===== config.mk =====
export PLATFORM = sky130hd
export DESIGN_NAME = distribuir_mem_local_rtc_burst_flat
export DESIGN_NICKNAME = d
export VERILOG_FILES = /design/src/rtl/distribuir_mem_local_rtc_burst_if.sv /design/src/rtl/distribuir_mem_local_rtc_burst.sv /design/src/flat_wrapper.sv
export SDC_FILE = /design/constraint.sdc
export NUM_CORES = 1
export LEC_CHECK = 0
export ABC_CLOCK_PERIOD_IN_PS = 4700
export CORE_UTILIZATION = 46
export DETAILED_ROUTE_END_ITERATION = 10
export PLACE_DENSITY = 0.93
export RECOVER_POWER = 50
export SLEW_MARGIN = 20
export SYNTH_ARGS = -nofsm -noshare
export SYNTH_HDL_FRONTEND = slang
export SYNTH_SLANG_ARGS = --single-unit

===== constraint.sdc =====
create_clock -name clk -period 4.7 [get_ports clk]
set_input_delay 0.705 -clock clk [delete_from_list [all_inputs] [get_ports clk]]
set_output_delay 0.705 -clock clk [all_outputs]
set_load 0.01 [all_outputs]

===== src/rtl/distribuir_mem_local_rtc_burst_if.sv =====
// rtl/distribuir_mem_local_rtc_burst_if.sv - word/ack handshake toward the RTC write controller
interface distribuir_mem_local_rtc_burst_if #(
    parameter int DATA_W = 8,
    parameter int ADDR_W = 4
);
    logic [DATA_W-1:0] out_dato;
    logic [ADDR_W-1:0] out_addr;
    logic              out_valid;
    logic              in_ack;

    modport master (output out_dato, output out_addr, output out_valid, input in_ack);
    modport slave  (input out_dato, input out_addr, input out_valid, output in_ack);
endinterface


===== src/rtl/distribuir_mem_local_rtc_burst.sv =====
// rtl/distribuir_mem_local_rtc_burst.sv - sequences masked/single local registers onto the RTC write path
module distribuir_mem_local_rtc_burst #(
    parameter int DATA_W   = 8,
    parameter int NUM_REGS = 10,
    parameter int ADDR_W   = 4
) (
    input  logic                       clk,
    input  logic                       reset,
    input  logic                       start,
    input  logic                       modo_unico,
    input  logic [ADDR_W-1:0]          in_addr,
    input  logic [NUM_REGS-1:0]        mascara,
    input  logic [NUM_REGS*DATA_W-1:0] in_datos_flat,
    distribuir_mem_local_rtc_burst_if.master rtc,
    output logic                       ocupado,
    output logic                       fin,
    output logic                       error_addr
);
    typedef enum logic [1:0] {IDLE, BUSCAR, PRESENTAR, FIN} state_t;

    localparam logic [ADDR_W-1:0] LAST_IDX = ADDR_W'(NUM_REGS - 1);

    state_t              state_q, state_d;
    logic [ADDR_W-1:0]   idx_q, idx_d;
    logic [NUM_REGS-1:0] mask_q, mask_d;
    logic                single_q, single_d;
    logic [DATA_W-1:0]   dato_q, dato_d;
    logic [ADDR_W-1:0]   addr_q, addr_d;
    logic                valid_q, valid_d;
    logic                err_q, err_d;
    logic [DATA_W-1:0]   sel_data;

    always_comb begin
        sel_data = '0;
        for (int i = 0; i < NUM_REGS; i++) begin
            if (idx_q == ADDR_W'(i)) sel_data = in_datos_flat[i*DATA_W +: DATA_W];
        end
    end

    always_ff @(posedge clk or posedge reset) begin
        if (reset) begin
            state_q  <= IDLE;
            idx_q    <= '0;
            mask_q   <= '0;
            single_q <= 1'b0;
            dato_q   <= '0;
            addr_q   <= '0;
            valid_q  <= 1'b0;
            err_q    <= 1'b0;
        end else begin
            state_q  <= state_d;
            idx_q    <= idx_d;
            mask_q   <= mask_d;
            single_q <= single_d;
            dato_q   <= dato_d;
            addr_q   <= addr_d;
            valid_q  <= valid_d;
            err_q    <= err_d;
        end
    end

    always_comb begin
        state_d  = state_q;
        idx_d    = idx_q;
        mask_d   = mask_q;
        single_d = single_q;
        dato_d   = dato_q;
        addr_d   = addr_q;
        valid_d  = valid_q;
        err_d    = err_q;
        unique case (state_q)
            IDLE: begin
                if (start) begin
                    err_d = 1'b0;
                    if (!modo_unico) begin
                        mask_d   = mascara;
                        idx_d    = '0;
                        single_d = 1'b0;
                        state_d  = BUSCAR;
                    end else if (in_addr <= LAST_IDX) begin
                        mask_d   = NUM_REGS'(1) << in_addr;
                        idx_d    = in_addr;
                        single_d = 1'b1;
                        state_d  = BUSCAR;
                    end else begin
                        err_d   = 1'b1;
                        state_d = FIN;
                    end
                end
            end
            BUSCAR: begin
                if (mask_q[idx_q]) begin
                    dato_d  = sel_data;
                    addr_d  = idx_q;
                    valid_d = 1'b1;
                    state_d = PRESENTAR;
                end else if (idx_q == LAST_IDX) begin
                    state_d = FIN;
                end else begin
                    idx_d = idx_q + 1'b1;
                end
            end
            PRESENTAR: begin
                // Word is frozen in dato_q until acknowledged; live input changes are not seen.
                if (rtc.in_ack) begin
                    valid_d = 1'b0;
                    dato_d  = '0;
                    if (single_q || idx_q == LAST_IDX) begin
                        state_d = FIN;
                    end else begin
                        idx_d   = idx_q + 1'b1;
                        state_d = BUSCAR;
                    end
                end
            end
            FIN: state_d = IDLE;
            default: state_d = IDLE;
        endcase
    end

    assign rtc.out_dato  = dato_q;
    assign rtc.out_addr  = addr_q;
    assign rtc.out_valid = valid_q;
    assign ocupado       = (state_q != IDLE);
    assign fin           = (state_q == FIN);
    assign error_addr    = err_q;
endmodule


===== src/flat_wrapper.sv =====
// flat-port wrapper written by rule: the top's interface ports become plain ports
module distribuir_mem_local_rtc_burst_flat 
#(
    parameter int DATA_W   = 8,
    parameter int NUM_REGS = 10,
    parameter int ADDR_W   = 4
)
  (clk, reset, start, modo_unico, in_addr, mascara, in_datos_flat, ocupado, fin, error_addr, rtc_out_dato, rtc_out_addr, rtc_out_valid, rtc_in_ack);
  distribuir_mem_local_rtc_burst_if #(.DATA_W(DATA_W), .ADDR_W(ADDR_W)) rtc_i ();
  input  logic clk;
  input  logic reset;
  input  logic start;
  input  logic modo_unico;
  input  logic [ADDR_W-1:0] in_addr;
  input  logic [NUM_REGS-1:0] mascara;
  input  logic [NUM_REGS*DATA_W-1:0] in_datos_flat;
  output logic ocupado;
  output logic fin;
  output logic error_addr;
  output wire logic [$bits(rtc_i.out_dato)-1:0] rtc_out_dato;
  output wire logic [$bits(rtc_i.out_addr)-1:0] rtc_out_addr;
  output wire logic [$bits(rtc_i.out_valid)-1:0] rtc_out_valid;
  input wire logic [$bits(rtc_i.in_ack)-1:0] rtc_in_ack;
  assign rtc_out_dato = rtc_i.out_dato;
  assign rtc_out_addr = rtc_i.out_addr;
  assign rtc_out_valid = rtc_i.out_valid;
  assign rtc_i.in_ack = rtc_in_ack;
  distribuir_mem_local_rtc_burst #(.DATA_W(DATA_W), .NUM_REGS(NUM_REGS), .ADDR_W(ADDR_W)) u_core (.clk(clk), .reset(reset), .start(start), .modo_unico(modo_unico), .in_addr(in_addr), .mascara(mascara), .in_datos_flat(in_datos_flat), .rtc(rtc_i), .ocupado(ocupado), .fin(fin), .error_addr(error_addr));
endmodule

==> results of run 1 <==
## how the worst min path moves through the flow
stage,from,end,slack [ns],depth (start not counted)
after floorplan,u_core.single_q,u_core.single_q,0.44,2
after global placement,u_core.rtc.out_valid,u_core.rtc.out_valid,0.46,1
after detailed placement,u_core.rtc.out_valid,u_core.rtc.out_valid,0.47,1
after CTS,u_core.mask_q[1],u_core.mask_q[1],0.49,2
after global routing,u_core.mask_q[8],u_core.mask_q[8],0.51,2
final,u_core.rtc.out_valid,u_core.rtc.out_valid,0.48,1
## power by group
group / switching (mW) / internal [mW]
Combinational: 0.784 / 0.675
Sequential: 0.150 / 0.397
Clock: 0.0976 / 0.115
## metrics by stage
| step | util (%) | worst slack, ns |
|---|---|---|
| 2_1_floorplan | - | 2.68 |
| 3_3_place_gp | 68.0 | 1.96 |
| 3_5_place_dp | 68.0 | 1.82 |
| 4_1_cts | 69.6 | 1.80 |
| 5_1_grt | 69.7 | 1.51 |
| 6_report | 69.7 | 1.75 |
## routing by layer
layer  routed length (µm)  up-vias  track usage, %
met5                    0        -               0
met4                  265        0            12.6
met3                  767       27            5.83
met2                 3860      185            46.3
met1                 3420     1358            35.2
li1                     -     1403               -
## cell families (layout without fill, tap and decap cells)
kind of cell / count (synthesis) / count (layout) / synth area share [%]
simple gates: 101 / 101 / 20.6
flops: 31 / 31 / 29.8
mux: 10 / 10 / 3.99
compound gates: 138 / 138 / 34.6
fa+ha+maj: 9 / 9 / 4.32
buf+inv: 43 / 138 / 6.73
## layout by cell type (no fill, tap or decap), drive strengths merged, types with 7 or more instances in the layout
| cell type | instances |
|---|---|
| dlygate4sd3 | 9 |
| o22ai | 8 |
| mux2i | 7 |
| o211ai | 8 |
| nand2 | 37 |
| a21oi | 46 |
| nor3b | 7 |
| nand2b | 19 |
| nor2 | 16 |
| ha | 9 |
| inv | 17 |
| clkdlybuf4s50 | 105 |
| o21ai | 30 |
| dfrtp | 31 |
## sequential cells by signal, indices dropped and copies added (netlist names)
signal / flops
u_core.single_q: 1
u_core.rtc.out_addr: 4
u_core.error_addr: 1
u_core.rtc.out_valid: 1
u_core.mask_q: 10
u_core.rtc.out_dato: 8
u_core.idx_q: 4
u_core.state_q: 2
## layout make-up
class	instances	area [µm²]	share of cell area (%)
timing repair buffer	114	1140	29.9
inverter	17	63.8	1.67
clock inverter	1	5.00	0.131
tap	72	90.1	2.36
sequential	31	776	20.3
multi-input combinational	258	1660	43.4
clock buffer	6	82.6	2.17
## critical path: stages, from the launching register on
cell and delay [ns]:
dfrtp_1 0.58, ha_1 0.81, nand3b_1 0.61, nand2b_1 0.33, a2111oi_4 0.14, a31o_2 0.27
o21a_1 0.10
==> impl_metrics.yaml, run 1 <==
global_routing:
  antenna_found_initial: 0
  grt_pass1_wl_um: 13300
  grt_usage_pct: 28.1
  grt_max_degree: 35
  grt_pass1_vias: 2806
  gr-total-overflow: 0
power:
  powerDensity_nw_per_um2: 582
  total_power_mw: 2.22
  peakVddDrop_mv: 0.308
  p_leak_nw: 1.51
critical_path:
  end_kind: "flip-flop"
  r2r_end: "u_core.idx_q[2]"
  critical_path_class: "reg -> reg"
  crit_path_start: "u_core.idx_q[0]"
  worstPathRequired_ns: 4.89
  r2r_slack_ns: 1.75
  r2r_start: "u_core.idx_q[0]"
  start_kind: "flip-flop"
  arrival_ns: 3.13
  cp-endpoint: "u_core.idx_q[2]"
  path_max_fanout: 30
  reg2reg_depth: 6
logic_synthesis:
  ys_warn_count: 0
  synth_edf_count: 0
  syn_inst: 332
  synth_ff_type: "dfrtp_1"
  synthDistinctLibCells: 47
  avgSynthCellArea_um2: 7.84
  yosysTopAreaCell: "dfrtp_1"
  synth-seq-cells: 31
  ys_seq_area_share_pct: 29.8
  syn_nets: 440
  synthArstFlopShare_pct: 100
  synthTopCellsByCount: "a21oi_1, nand2_1, dfrtp_1, o21ai_0"
  synth_area_um2: 2600
  synth_area_leaders: "dfrtp_1, a21oi_1, o21ai_0"
  yosysTopAreaCellShare_pct: 29.8
  synth.most_common_cell: "a21oi_1"
sta:
  finalMaxSlewViolations: 0
  hold_ws_ns: 0.480
  hold_viol_final: 0
  period_minus_slack_ns: 2.95
  fin_skew_ns: 0.00569
  max_clock_freq_mhz: 339
  min_period_over_period_pct: 62.7
  worst_pin_slew_ns: 1.19
  rsz0062_at_grt: "no"
  finalSetupTns_ns: 0
  maxSlewHeadroom_pct: 20.3
  finalSetupViolCount: 0
place:
  dp_hpwl_um: 6130
  port_buffers: 114
  routabilityCongestion: 0.951
  post-place-cells: 492
  place_area_um2: 3720
cells_and_area:
  instances_no_fill: 499
  fillerInstances: 437
  area_growth_pct: 46.5
  nNetsFinal: 535
  diodes: 0
  drive_above_1_share_pct: 4.92
  fin_area_um2: 3810
die:
  start_util_pct: 47.6
  io_pins: 115
  die_h_um: 77.2
  die_w_um: 77.2
  dieArea_um2: 5970
  core_region_area_um2: 5470
  num_rows: 27
cts:
  clock-sinks: 31
  cts_tree: "built"
  cts_setup_buffers: 0
  hold_buffers: 0
  h-tree-depth: 2
  cts_resized: 0
  clkSlewWorstSetupHoldPaths_ns: 0.06
  clock_latency_ns: 0.29
  clockBufferDepth: 2
  cts_buffers: 5
  root_buffer: "clkbuf_8"
outcome:
  status: "complete, no violations"
drt:
  vias: 2973
  wire_per_inst_um: 16.7
  first_pass_iters: 5
  via_per_inst: 5.96
  finalWirelength_um: 8320
  initialDrtViolationCount: 317
  ant_nets: 0
  drc_errors: 0
run:
  cap_violations: 0
worst_hold_path:
  holdCritPathClass: "reg -> reg"
Note: power is estimated with default switching activity, not from simulation.
==> run 2: changes to the inputs <==
--- a/config.mk
+++ b/config.mk
@@ -5,10 +5,10 @@
 export SDC_FILE = /design/constraint.sdc
 export NUM_CORES = 1
 export LEC_CHECK = 0
-export ABC_CLOCK_PERIOD_IN_PS = 4700
-export CORE_UTILIZATION = 46
+export ABC_CLOCK_PERIOD_IN_PS = 3000
+export CORE_UTILIZATION = 43
 export DETAILED_ROUTE_END_ITERATION = 10
-export PLACE_DENSITY = 0.93
+export PLACE_DENSITY = 0.88
 export RECOVER_POWER = 50
 export SLEW_MARGIN = 20
 export SYNTH_ARGS = -nofsm -noshare
==> constraint.sdc (replaced) <==
create_clock -name clk -period 3 [get_ports clk]
set_input_delay 0.45 -clock clk [delete_from_list [all_inputs] [get_ports clk]]
set_output_delay 0.45 -clock clk [all_outputs]
set_load 0.01 [all_outputs]
==> impl_metrics.yaml, run 2 (synthesis gave the netlist of run 1 again) <==
outcome:
  status: "finished with violations"
  violations: "max-capacitance violations, max-slew violations"
sta:
  worst_pin_slew_ns: 1.68
  maxSlewHeadroom_pct: -11.7
  max_clock_freq_mhz: 385
  min_period_over_period_pct: 86.5
  finalSetupTns_ns: 0
  hold_viol_final: 0
  finalMaxSlewViolations: 32
  rsz0062_at_grt: "no"
  period_minus_slack_ns: 2.59
  fin_skew_ns: 0.00516
  fin_ws_ns: 0.405
  finalSetupViolCount: 0
cts:
  clock_latency_ns: 0.28
  clkSlewWorstSetupHoldPaths_ns: 0.07
  cts_buffers: 5
  cts_setup_buffers: 0
  hold_buffers: 0
  h-tree-depth: 2
  cts_resized: 0
  cts_tree: "built"
  root_buffer: "clkbuf_8"
  clock-sinks: 31
  clockBufferDepth: 2
critical_path:
  path_max_fanout: 33
  critical_path_class: "reg -> reg"
  start_kind: "flip-flop"
  worstPathRequired_ns: 3.22
  arrival_ns: 2.82
  end_kind: "flip-flop"
drt:
  drc_errors: 0
  ant_nets: 0
  wire_per_inst_um: 16.9
  initialDrtViolationCount: 300
  via_per_inst: 5.95
  vias: 3016
  finalWirelength_um: 8580
  first_pass_iters: 5
place:
  pre_cts_ws_ns: 0.435
  port_buffers: 114
  place_area_um2: 3780
  dp_hpwl_um: 6340
  routabilityCongestion: 0.906
cells_and_area:
  final_util_pct: 68.1
  nNetsFinal: 543
  fin_area_um2: 3870
  area_growth_pct: 48.5
  drive_above_1_share_pct: 6.21
  mostFrequentLayoutCells: "clkdlybuf4s50_1, a21oi_1, nand2_1, dfrtp_1, o21ai_0"
  largest_register: "u_core.mask_q"
  layout_commonest_cell: "clkdlybuf4s50_1"
  largest_reg_flops: 10
  fillerInstances: 460
  diodes: 0
die:
  io_pins: 115
  start_util_pct: 45.9
  core_region_area_um2: 5680
  die_w_um: 79.8
  dieArea_um2: 6370
  die_h_um: 79.8
  num_rows: 27
power:
  total_power_mw: 3.50
  p_leak_nw: 1.54
  peakVddDrop_mv: 0.569
  powerDensity_nw_per_um2: 905
run:
  cap_violations: 1
global_routing:
  grt_pass1_wl_um: 13200
  grt_max_degree: 34
  grt_usage_pct: 26.8
  antenna_found_initial: 0
  gr-total-overflow: 0
  grt_pass1_vias: 2717
worst_hold_path:
  holdCritPathClass: "reg -> reg"
## run 2: area by class of cell
type	instances	area (µm²)	area share, %
multi-input combinational	258	1650	42.7
timing repair buffer	122	1200	31.0
sequential	31	776	20.1
tap	72	90.1	2.33
clock buffer	6	82.6	2.14
inverter	17	63.8	1.65
clock inverter	1	5.00	0.129
## run 2: worst max-delay path, stage by stage (launching register included)
cell,delay [ns]
dfrtp_1,0.51
inv_1,0.17
ha_1,0.86
nor2b_1,0.16
a311oi_1,0.31
a31oi_1,0.11
o211ai_1,0.22
a32o_1,0.19
## run 2: metal layers
metal | vias to the layer above | track usage, % | part of all wire [%]
met5 | - | 0 | 0
met4 | 0 | 7.68 | 1.8
met3 | 20 | 5.71 | 11
met2 | 173 | 44.9 | 46
met1 | 1402 | 34.6 | 41
li1 | 1421 | - | -
## run 2: through the flow
stage | hold WS [ns] | cells
2_1_floorplan | 0.441 | 332
3_3_place_gp | 0.464 | 500
3_5_place_dp | 0.470 | 500
4_1_cts | 0.484 | 507
5_1_grt | 0.503 | 507
6_report | 0.474 | 507
## run 2: where the power goes
part	total, mW	internal [mW]	leakage [nW]	switching (mW)
combinational	2.36	1.10	1.10	1.26
clock	0.332	0.180	0.0470	0.152
sequential	0.810	0.623	0.393	0.187
## run 2: worst paths after layout
kind	startpoint	endpoint	slack, ns	cells after the start
min reg2reg	u_core.rtc.out_valid	u_core.rtc.out_valid	0.47	1
max in group asynchronous	reset	u_core.rtc.out_addr[3]	0.84	3
max reg2reg	u_core.idx_q[0]	u_core.rtc.out_dato[5]	0.41	7
max	u_core.idx_q[0]	u_core.rtc.out_dato[5]	0.41	7
min in group asynchronous	reset	u_core.mask_q[6]	1.19	3
min	u_core.rtc.out_valid	u_core.rtc.out_valid	0.47	1
